[src/rtl/cache_ctrl_assoc_pkg.sv]
// Shared types and width helpers for the set-associative cache controller.
// Controller states plus the clog2/way-width helpers used to derive field widths.
package cache_ctrl_assoc_pkg;

    typedef enum logic [2:0] {
        ST_INIT,
        ST_MONITOR,
        ST_WB,
        ST_FETCH,
        ST_FL_SCAN,
        ST_FL_WB,
        ST_FL_END
    } state_e;

    function automatic int unsigned clog2(input int unsigned v);
        int unsigned r;
        r = 0;
        for (int unsigned i = 0; i < 32; i++) begin
            if ((32'd1 << i) < v) r = i + 1;
        end
        return r;
    endfunction

    // Index width that never collapses to zero, used for way and line pointers.
    function automatic int unsigned min1_clog2(input int unsigned v);
        return (clog2(v) < 1) ? 1 : clog2(v);
    endfunction

endpackage

[src/rtl/cache_ctrl_assoc_victim_sel.sv]
// Victim way choice: the lowest-index invalid way wins, otherwise the round-robin pointer.
module cache_victim_sel
    import cache_ctrl_assoc_pkg::*;
#(
    parameter int WAYS  = 2,
    parameter int WAY_W = 1
) (
    input  logic [WAYS-1:0]  valid,
    input  logic [WAY_W-1:0] rr,
    output logic [WAY_W-1:0] victim,
    output logic             from_rr
);

    always_comb begin
        victim  = rr;
        from_rr = 1'b1;
        for (int unsigned i = 0; i < WAYS; i++) begin
            if (!valid[i] && from_rr) begin
                victim  = WAY_W'(i);
                from_rr = 1'b0;
            end
        end
    end

endmodule

[src/rtl/cache_ctrl_assoc.sv]
// N-way set-associative write-back/write-allocate cache controller with
// round-robin replacement, full-cache flush and saturating hit/miss counters.
module cache_ctrl_assoc
    import cache_ctrl_assoc_pkg::*;
#(
    parameter int ADDR_W = 6,
    parameter int WORD_W = 8,
    parameter int WORDS  = 2,
    parameter int SETS   = 4,
    parameter int WAYS   = 2,
    parameter int CNT_W  = 16
) (
    input  logic                                      clk,
    input  logic                                      reset_n,
    input  logic [ADDR_W-1:0]                         pr_addr,
    input  logic [WORD_W-1:0]                         pr_din,
    input  logic                                      pr_rd,
    input  logic                                      pr_wr,
    output logic [WORD_W-1:0]                         pr_dout,
    output logic                                      pr_done,
    input  logic                                      flush,
    output logic                                      flush_done,
    output logic [ADDR_W-clog2(WORDS)-1:0]            bus_addr,
    output logic [WORD_W*WORDS-1:0]                   bus_dout,
    input  logic [WORD_W*WORDS-1:0]                   bus_din,
    output logic                                      bus_rd,
    output logic                                      bus_wr,
    input  logic                                      bus_done,
    output logic [CNT_W-1:0]                          hit_cnt,
    output logic [CNT_W-1:0]                          miss_cnt
);

    localparam int OFF_W   = clog2(WORDS);
    localparam int IDX_W   = clog2(SETS);
    localparam int TAG_W   = ADDR_W - IDX_W - OFF_W;
    localparam int WAY_W   = min1_clog2(WAYS);
    localparam int LINES   = SETS * WAYS;
    localparam int PTR_W   = min1_clog2(LINES);
    localparam int WAY_SH  = clog2(WAYS);
    localparam int BLK_W   = WORD_W * WORDS;

    state_e                 state_q, state_d;
    logic [TAG_W-1:0]       tag_q   [SETS][WAYS];
    logic [TAG_W-1:0]       tag_d   [SETS][WAYS];
    logic [BLK_W-1:0]       data_q  [SETS][WAYS];
    logic [BLK_W-1:0]       data_d  [SETS][WAYS];
    logic [WAYS-1:0]        valid_q [SETS];
    logic [WAYS-1:0]        valid_d [SETS];
    logic [WAYS-1:0]        dirty_q [SETS];
    logic [WAYS-1:0]        dirty_d [SETS];
    logic [WAY_W-1:0]       rr_q    [SETS];
    logic [WAY_W-1:0]       rr_d    [SETS];
    logic [WAY_W-1:0]       victim_q, victim_d;
    logic                   victim_rr_q, victim_rr_d;
    logic [PTR_W-1:0]       ptr_q, ptr_d;
    logic [ADDR_W-1:0]      miss_addr_q, miss_addr_d;
    logic [CNT_W-1:0]       hit_cnt_q, hit_cnt_d;
    logic [CNT_W-1:0]       miss_cnt_q, miss_cnt_d;

    logic [TAG_W-1:0]       req_tag, m_tag;
    logic [IDX_W-1:0]       req_idx, m_idx, p_idx;
    logic [OFF_W-1:0]       req_off, m_off;
    logic [WAY_W-1:0]       p_way, hit_way, vs_victim;
    logic                   req, hit, vs_from_rr, p_last;
    logic [BLK_W-1:0]       fill_blk;

    assign {req_tag, req_idx, req_off} = pr_addr;
    assign {m_tag, m_idx, m_off}       = miss_addr_q;
    assign req    = pr_rd | pr_wr;
    assign p_idx  = IDX_W'(ptr_q >> WAY_SH);
    assign p_way  = WAY_W'(ptr_q & PTR_W'(WAYS - 1));
    assign p_last = (ptr_q == PTR_W'(LINES - 1));

    always_comb begin
        hit     = 1'b0;
        hit_way = '0;
        for (int unsigned w = 0; w < WAYS; w++) begin
            if (valid_q[req_idx][w] && (tag_q[req_idx][w] == req_tag)) begin
                hit     = 1'b1;
                hit_way = WAY_W'(w);
            end
        end
    end

    assign pr_dout = data_q[req_idx][hit_way][req_off*WORD_W +: WORD_W];

    cache_victim_sel #(
        .WAYS  (WAYS),
        .WAY_W (WAY_W)
    ) u_victim_sel (
        .valid   (valid_q[req_idx]),
        .rr      (rr_q[req_idx]),
        .victim  (vs_victim),
        .from_rr (vs_from_rr)
    );

    always_comb begin
        state_d     = state_q;
        tag_d       = tag_q;
        data_d      = data_q;
        valid_d     = valid_q;
        dirty_d     = dirty_q;
        rr_d        = rr_q;
        victim_d    = victim_q;
        victim_rr_d = victim_rr_q;
        ptr_d       = ptr_q;
        miss_addr_d = miss_addr_q;
        hit_cnt_d   = hit_cnt_q;
        miss_cnt_d  = miss_cnt_q;
        pr_done     = 1'b0;
        flush_done  = 1'b0;
        bus_rd      = 1'b0;
        bus_wr      = 1'b0;
        bus_addr    = '0;
        bus_dout    = '0;
        fill_blk    = bus_din;

        case (state_q)
            ST_INIT: begin
                for (int unsigned s = 0; s < SETS; s++) begin
                    valid_d[s] = '0;
                    dirty_d[s] = '0;
                    rr_d[s]    = '0;
                end
                state_d = ST_MONITOR;
            end
            ST_MONITOR: begin
                if (req && hit) begin
                    pr_done = 1'b1;
                    if (pr_wr) begin
                        data_d[req_idx][hit_way][req_off*WORD_W +: WORD_W] = pr_din;
                        dirty_d[req_idx][hit_way] = 1'b1;
                    end
                    if (hit_cnt_q != {CNT_W{1'b1}}) hit_cnt_d = hit_cnt_q + 1'b1;
                end else if (req) begin
                    if (miss_cnt_q != {CNT_W{1'b1}}) miss_cnt_d = miss_cnt_q + 1'b1;
                    victim_d    = vs_victim;
                    victim_rr_d = vs_from_rr;
                    miss_addr_d = pr_addr;
                    state_d = (valid_q[req_idx][vs_victim] && dirty_q[req_idx][vs_victim])
                              ? ST_WB : ST_FETCH;
                end else if (flush) begin
                    ptr_d   = '0;
                    state_d = ST_FL_SCAN;
                end
            end
            ST_WB: begin
                bus_wr   = 1'b1;
                bus_addr = {tag_q[m_idx][victim_q], m_idx};
                bus_dout = data_q[m_idx][victim_q];
                if (bus_done) begin
                    dirty_d[m_idx][victim_q] = 1'b0;
                    state_d = ST_FETCH;
                end
            end
            ST_FETCH: begin
                bus_rd   = 1'b1;
                bus_addr = miss_addr_q[ADDR_W-1:OFF_W];
                if (bus_done) begin
                    // A write still pending at fill time is merged so the line lands dirty.
                    if (pr_wr) fill_blk[m_off*WORD_W +: WORD_W] = pr_din;
                    tag_d[m_idx][victim_q]   = m_tag;
                    data_d[m_idx][victim_q]  = fill_blk;
                    valid_d[m_idx][victim_q] = 1'b1;
                    dirty_d[m_idx][victim_q] = pr_wr;
                    if (victim_rr_q) begin
                        rr_d[m_idx] = (rr_q[m_idx] == WAY_W'(WAYS - 1)) ? '0 : rr_q[m_idx] + 1'b1;
                    end
                    state_d = ST_MONITOR;
                end
            end
            ST_FL_SCAN: begin
                if (valid_q[p_idx][p_way] && dirty_q[p_idx][p_way]) begin
                    state_d = ST_FL_WB;
                end else if (p_last) begin
                    state_d = ST_FL_END;
                end else begin
                    ptr_d = ptr_q + 1'b1;
                end
            end
            ST_FL_WB: begin
                bus_wr   = 1'b1;
                bus_addr = {tag_q[p_idx][p_way], p_idx};
                bus_dout = data_q[p_idx][p_way];
                if (bus_done) begin
                    dirty_d[p_idx][p_way] = 1'b0;
                    if (p_last) begin
                        state_d = ST_FL_END;
                    end else begin
                        ptr_d   = ptr_q + 1'b1;
                        state_d = ST_FL_SCAN;
                    end
                end
            end
            ST_FL_END: begin
                flush_done = 1'b1;
                state_d    = ST_MONITOR;
            end
            default: state_d = ST_INIT;
        endcase
    end

    always_ff @(posedge clk) begin
        if (!reset_n) begin
            state_q     <= ST_INIT;
            hit_cnt_q   <= '0;
            miss_cnt_q  <= '0;
            victim_q    <= '0;
            victim_rr_q <= 1'b0;
            ptr_q       <= '0;
            miss_addr_q <= '0;
        end else begin
            state_q     <= state_d;
            hit_cnt_q   <= hit_cnt_d;
            miss_cnt_q  <= miss_cnt_d;
            victim_q    <= victim_d;
            victim_rr_q <= victim_rr_d;
            ptr_q       <= ptr_d;
            miss_addr_q <= miss_addr_d;
            tag_q       <= tag_d;
            data_q      <= data_d;
            valid_q     <= valid_d;
            dirty_q     <= dirty_d;
            rr_q        <= rr_d;
        end
    end

    assign hit_cnt  = hit_cnt_q;
    assign miss_cnt = miss_cnt_q;

endmodule

[config.mk]
export PLATFORM = sky130hd
export DESIGN_NAME = cache_ctrl_assoc
export DESIGN_NICKNAME = d
export VERILOG_FILES = /design/src/rtl/cache_ctrl_assoc_pkg.sv /design/src/rtl/cache_ctrl_assoc_victim_sel.sv /design/src/rtl/cache_ctrl_assoc.sv
export SDC_FILE = /design/constraint.sdc
export NUM_CORES = 1
export LEC_CHECK = 0
export BUFFER_PORTS_ARGS = -buffer_cell sky130_fd_sc_hd__buf_2
export CORE_ASPECT_RATIO = 0.75
export CORE_MARGIN = 5
export CORE_UTILIZATION = 30
export DETAILED_ROUTE_END_ITERATION = 8
export GPL_ROUTABILITY_DRIVEN = 1
export PLACE_DENSITY_LB_ADDON = 0.12
export SLEW_MARGIN = 10
export SYNTH_ARGS = -nofsm -noshare
export SYNTH_HDL_FRONTEND = slang
export SYNTH_SLANG_ARGS = --single-unit
[constraint.sdc]
create_clock -name clk -period 3.8 [get_ports clk]
set_clock_uncertainty 0.15 [all_clocks]
set_input_delay 0.76 -clock clk [delete_from_list [all_inputs] [get_ports clk]]
set_output_delay 0.76 -clock clk [all_outputs]
set_load 0.1 [all_outputs]
Word level (Yosys, flattened, before mapping) --
Cells that the tools add are included.
Cells by class: shift operators 5, reduce and logical (&&, ||, !) cells 32, $lt $le $gt $ge 18, bitwise operators 14, $add $sub $neg 6, equal/unequal tests 23, mux-type cells 142
Operator list (count):
- $mux W128 | 3
- $bwmux W128 | 2
- $mux W32 | 8
- $pmux W128 S2 | 1
- $mux W16 | 14
- $bmux W32 S2 | 3
- $demux W32 S2 | 2
- $neg A4 Y34 | 2
- $shift A8 B34 Y16 const A | 2
- $shiftx A8 B34 Y16 | 2
- $mux W3 | 21
- $mux W8 | 6
- $mux W6 | 7
- $pmux W8 S5 | 1
- $bmux W6 S2 | 3
- $add A16 B1 Y16 const B | 2
- $demux W16 S1 | 2
- $ne A16 B16 Y1 const B | 2
- $pmux W16 S2 | 1
- $mux W1 | 30
- $bwmux W24 | 1
- $mux W2 | 12
- $ne A2 B2 Y1 const B | 10
- $pmux W3 S6 | 1
- other kinds (48) | 102
Storage, ports and cells: flip-flop bits (word level) 218, logic and storage cells 275, output and inout bits 65

Depth between registers and ports, before layout --
word-level depth 18, gate-level depth with buffers 9, mapped depth without buffers 7

Modules after synthesis --
A second synthesis with hierarchy kept.
Unflattened totals: cells, all modules 1085, area, all modules 13346.6 µm²
By module, submodules not included:
- cache_ctrl_assoc | cells an instance 1082, area an instance 13329.0 µm², sequential area each 6085.8 µm², times used 1
- cache_victim_sel | cells an instance 3, area an instance 17.5 µm², sequential area each 0.0 µm², times used 1

Worst setup path after synthesis --
Ideal clock, no wire load.
kind input to output, from input port pr_addr[1], to output port pr_done, required time 2.890 ns, path slack -0.542 ns, stages 7, data arrival time 3.432 ns, path buffers 2, cell sequence buf_6 -> mux4_1 -> xnor2_1 -> nand4_2 -> and2_4 -> buf_6 -> nor2_1
On the way: longest elaborated chain between the ends 11
RTL lines:
- start: declaration | line cache_ctrl_assoc.sv:15 | input logic [ADDR_W-1:0] pr_addr,
- $not A2 Y3 (implied by the code) (*) | line cache_ctrl_assoc.sv:78 | if (valid_q[req_idx][w] && (tag_q[req_idx][w] == req_tag)) begin
- $bmux W6 S2 | line cache_ctrl_assoc.sv:78
- $mux W6 (implied by the code) (2 in series) | line cache_ctrl_assoc.sv:78
- $eq A3 B3 Y1 | line cache_ctrl_assoc.sv:78
- $logic_and A1 B1 Y1 | line cache_ctrl_assoc.sv:78
- $mux W1 | line cache_ctrl_assoc.sv:78
- $mux W1 (*) | line cache_ctrl_assoc.sv:78
- $logic_and A1 B1 Y1 (*) | line cache_ctrl_assoc.sv:128 | if (req && hit) begin
- $mux W1 (*) | line cache_ctrl_assoc.sv:128
- $mux W1 (*) | line cache_ctrl_assoc.sv:118 | case (state_q)
- end: declaration | line cache_ctrl_assoc.sv:20 | output logic pr_done,
Every way passes the cells marked *; elsewhere a longest branch is shown, timed or not. The select of a mux whose other input is x is not followed.

Worst setup path after layout --
Ends and elaborated chain as after synthesis.

==> flow_summary.json <==
{
  "root_buffer": "clkbuf_16",
  "clkLatencyLatePin_ns": 0.54,
  "synth_seq_cells": 218,
  "syn_inst": 1087,
  "setup_viol": 0,
  "yosysSeqAreaShare_pct": 45.7,
  "wire_per_inst_um": 28.2,
  "power_density_nw_per_um2": 513,
  "vias": 10900,
  "crit_path_max_fanout": 22,
  "area_delta_synth_final_pct": 22.3,
  "drt.antenna.violating_nets": 0,
  "drive_gt1_share_pct": 31.6,
  "numClockSinks": 218,
  "yosys_warnings": 0,
  "finalNonFillerCells": 1807,
  "gr-total-overflow": 0,
  "vdd_ir_drop_max_uv": 284,
  "slew_headroom_pct": 39.4,
  "min_period_ns": 3.71,
  "gp_congestion": 0.847,
  "ios": 101,
  "drv_cap": 0,
  "whs_ns": 0.344,
  "hold_viol_final": 0,
  "fillCellCount": 4245,
  "rows": 66,
  "leakagePower_uw": 0.00530,
  "diodes": 0,
  "outcome": "finished, final reports clean",
  "synth_top_area_share_pct": 38.8,
  "yosys.area.top_type": "edfxtp_1",
  "hold_path_class": "register to register",
  "initial_core_util_pct": 30.6,
  "die_height_um": 192,
  "setup_slack_ns": 0.0943,
  "wirelength_mm": 50.9,
  "fin_nets": 1251,
  "path_cells": "buf_4, buf_12, mux4_1, xnor2_1, nand4_2, and2_4, nor2_2, buf_12",
  "drtPass1Iterations": 6,
  "cts_max_level": 1,
  "cts_buffers": 26,
  "utilization_pct": 37.4,
  "dpl.hpwl_mm": 34.9,
  "die_w_um": 253,
  "syn_avg_cell_area_um2": 12.3,
  "cts_buffer_depth": 3,
  "antenna_found_initial": 0,
  "critPathLaunchType": "input pin",
  "path_class": "input pin to output pin",
  "syn-cell-area_um2": 13300,
  "synth.most_common_cell": "edfxtp_1",
  "grt_max_degree": 38,
  "slowest_stage": "mux4_1",
  "synth.top_cells.by_area": "edfxtp_1 (39%), mux4_2 (21%), o22ai_1 (7.3%), dfxtp_1 (6.9%), mux2i_1 (4.5%)",
  "io_buffers": 100,
  "die-area_um2": 48800,
  "critPathMostFrequentCell": "buf_12",
  "slowest_delay_ns": 0.61,
  "pre_cts_ws_ns": -0.0900,
  "period_share_pct": 97.5,
  "synth_edf_count": 172,
  "clkTransAtPathRegs_ns": 0.06,
  "r2r_cells": 11,
  "vias_per_cell": 6.05,
  "final_max_slew_viol_count": 0,
  "ys_types": 58,
  "crit_required_ns": 2.89,
  "synth_flop_cell": "edfxtp_1",
  "fin_tns_setup_ns": 0,
  "grt_pass1_wl_mm": 74.0,
  "synthesis.nets": 1127,
  "cts_tree": "built",
  "synth_commonest_cells": "edfxtp_1 (172), o22ai_1 (155), mux4_2 (123), nand2_1 (86), clkbuf_1 (66)",
  "drt_iter0_markers": 1298,
  "core_area_um2": 43600,
  "track_usage_pct": 20.4,
  "drc_errors": 0,
  "cp.arrival_ns": 2.80,
  "setup.worst_path.end_class": "output pin",
  "tightest_slew_ns": 0.906,
  "dp_cells": 1757,
  "ys_async_sr_fraction_pct": 0,
  "worstHoldPathCells": 2,
  "grt_pass1_vias": 10400,
  "fmax_ghz": 0.270
}
==> layout by cell type, fill, tap and decap left out, types with 10 or more instances in the layout <==
cell and instances:
mux4_2 124, buf_4 82, nor2_1 61, xnor2_1 10, o22ai_2 19, clkbuf_16 27, nand4_1 19, nand2_1 86
buf_2 72, a211oi_1 17, nor3_1 12, o21ai_0 16, edfxtp_1 172, nand3_1 43, o22ai_1 136, nand2b_1 15
buf_12 35, a21oi_1 30, mux2i_1 60, dfxtp_1 40
==> path summary, 6_finish.rpt <==
check	end	slack, ns	startpoint
min reg2reg	hit_cnt[5]	0.34	hit_cnt[5]
max	pr_done	0.09	pr_addr[1]
min	hit_cnt[5]	0.34	hit_cnt[5]
max reg2reg	data_q[21]	0.62	tag_q[0]
==> power by group <==
part           total (µW)  switching [µW]  internal, µW
Clock                2400            1030          1370
Combinational        2980            1920          1060
Sequential           2980             228          2750
Total                8360            3170          5180
==> cells by family after synthesis <==
group / synth area share (%)
flops: 45.7
simple gates: 11.0
fa+ha+maj: 0.376
buf+inv: 3.17
compound gates: 12.7
xor+xnor: 0.920
mux: 26.2
==> layer usage <==
| metal | track usage, % | part of all wire [%] | vias to the layer above |
|---|---|---|---|
| met5 | 0 | 0 | - |
| met4 | 2.84 | 1.6 | 0 |
| met3 | 4.65 | 9.1 | 57 |
| met2 | 29.8 | 43 | 525 |
| met1 | 31.7 | 47 | 5607 |
| li1 | - | - | 4745 |
==> metrics by stage <==
stage	cell area, µm²	total power (µW)
final	16300	8360
after global routing	16300	8660
after CTS	16300	8380
after detailed placement	15500	5990
after global placement	15500	6000
after floorplan	13500	4910
==> critical path, delay by kind of cell <==
| kind | cells | cell delay, ns |
|---|---|---|
| mux | 1 | 0.61 |
| buf+inv | 3 | 0.58 |
| simple gates | 3 | 0.63 |
| xor+xnor | 1 | 0.21 |
==> area by class of cell <==
cell class,count,area (µm²),area share (%)
tap,578,723,4.44
inverter,10,37.5,0.230
timing repair buffer,191,1700,10.4
clock buffer,35,706,4.33
multi-input combinational,764,6940,42.6
clock inverter,11,83.8,0.515
sequential,218,6100,37.4
==> state kept, by name, indices dropped and copies added, names as in the netlist <==
register     flops
data_q         128
tag_q           24
hit_cnt         16
miss_cnt        16
dirty_q          8
valid_q          8
miss_addr_q      6
rr_q             4
ptr_q            3
state_q          3
victim_q         1
victim_rr_q      1
==> what timing repair did <==
item / 4_1_cts / 5_1_grt
cloned: 0 / 0
endpoints found under the setup margin: 8 / 5
pin swaps: 1 / 1
setup buffers: 2 / 2
gates resized for setup: 0 / 4
hold buffers: 0 / 0
(Power assumes the default switching activity.)
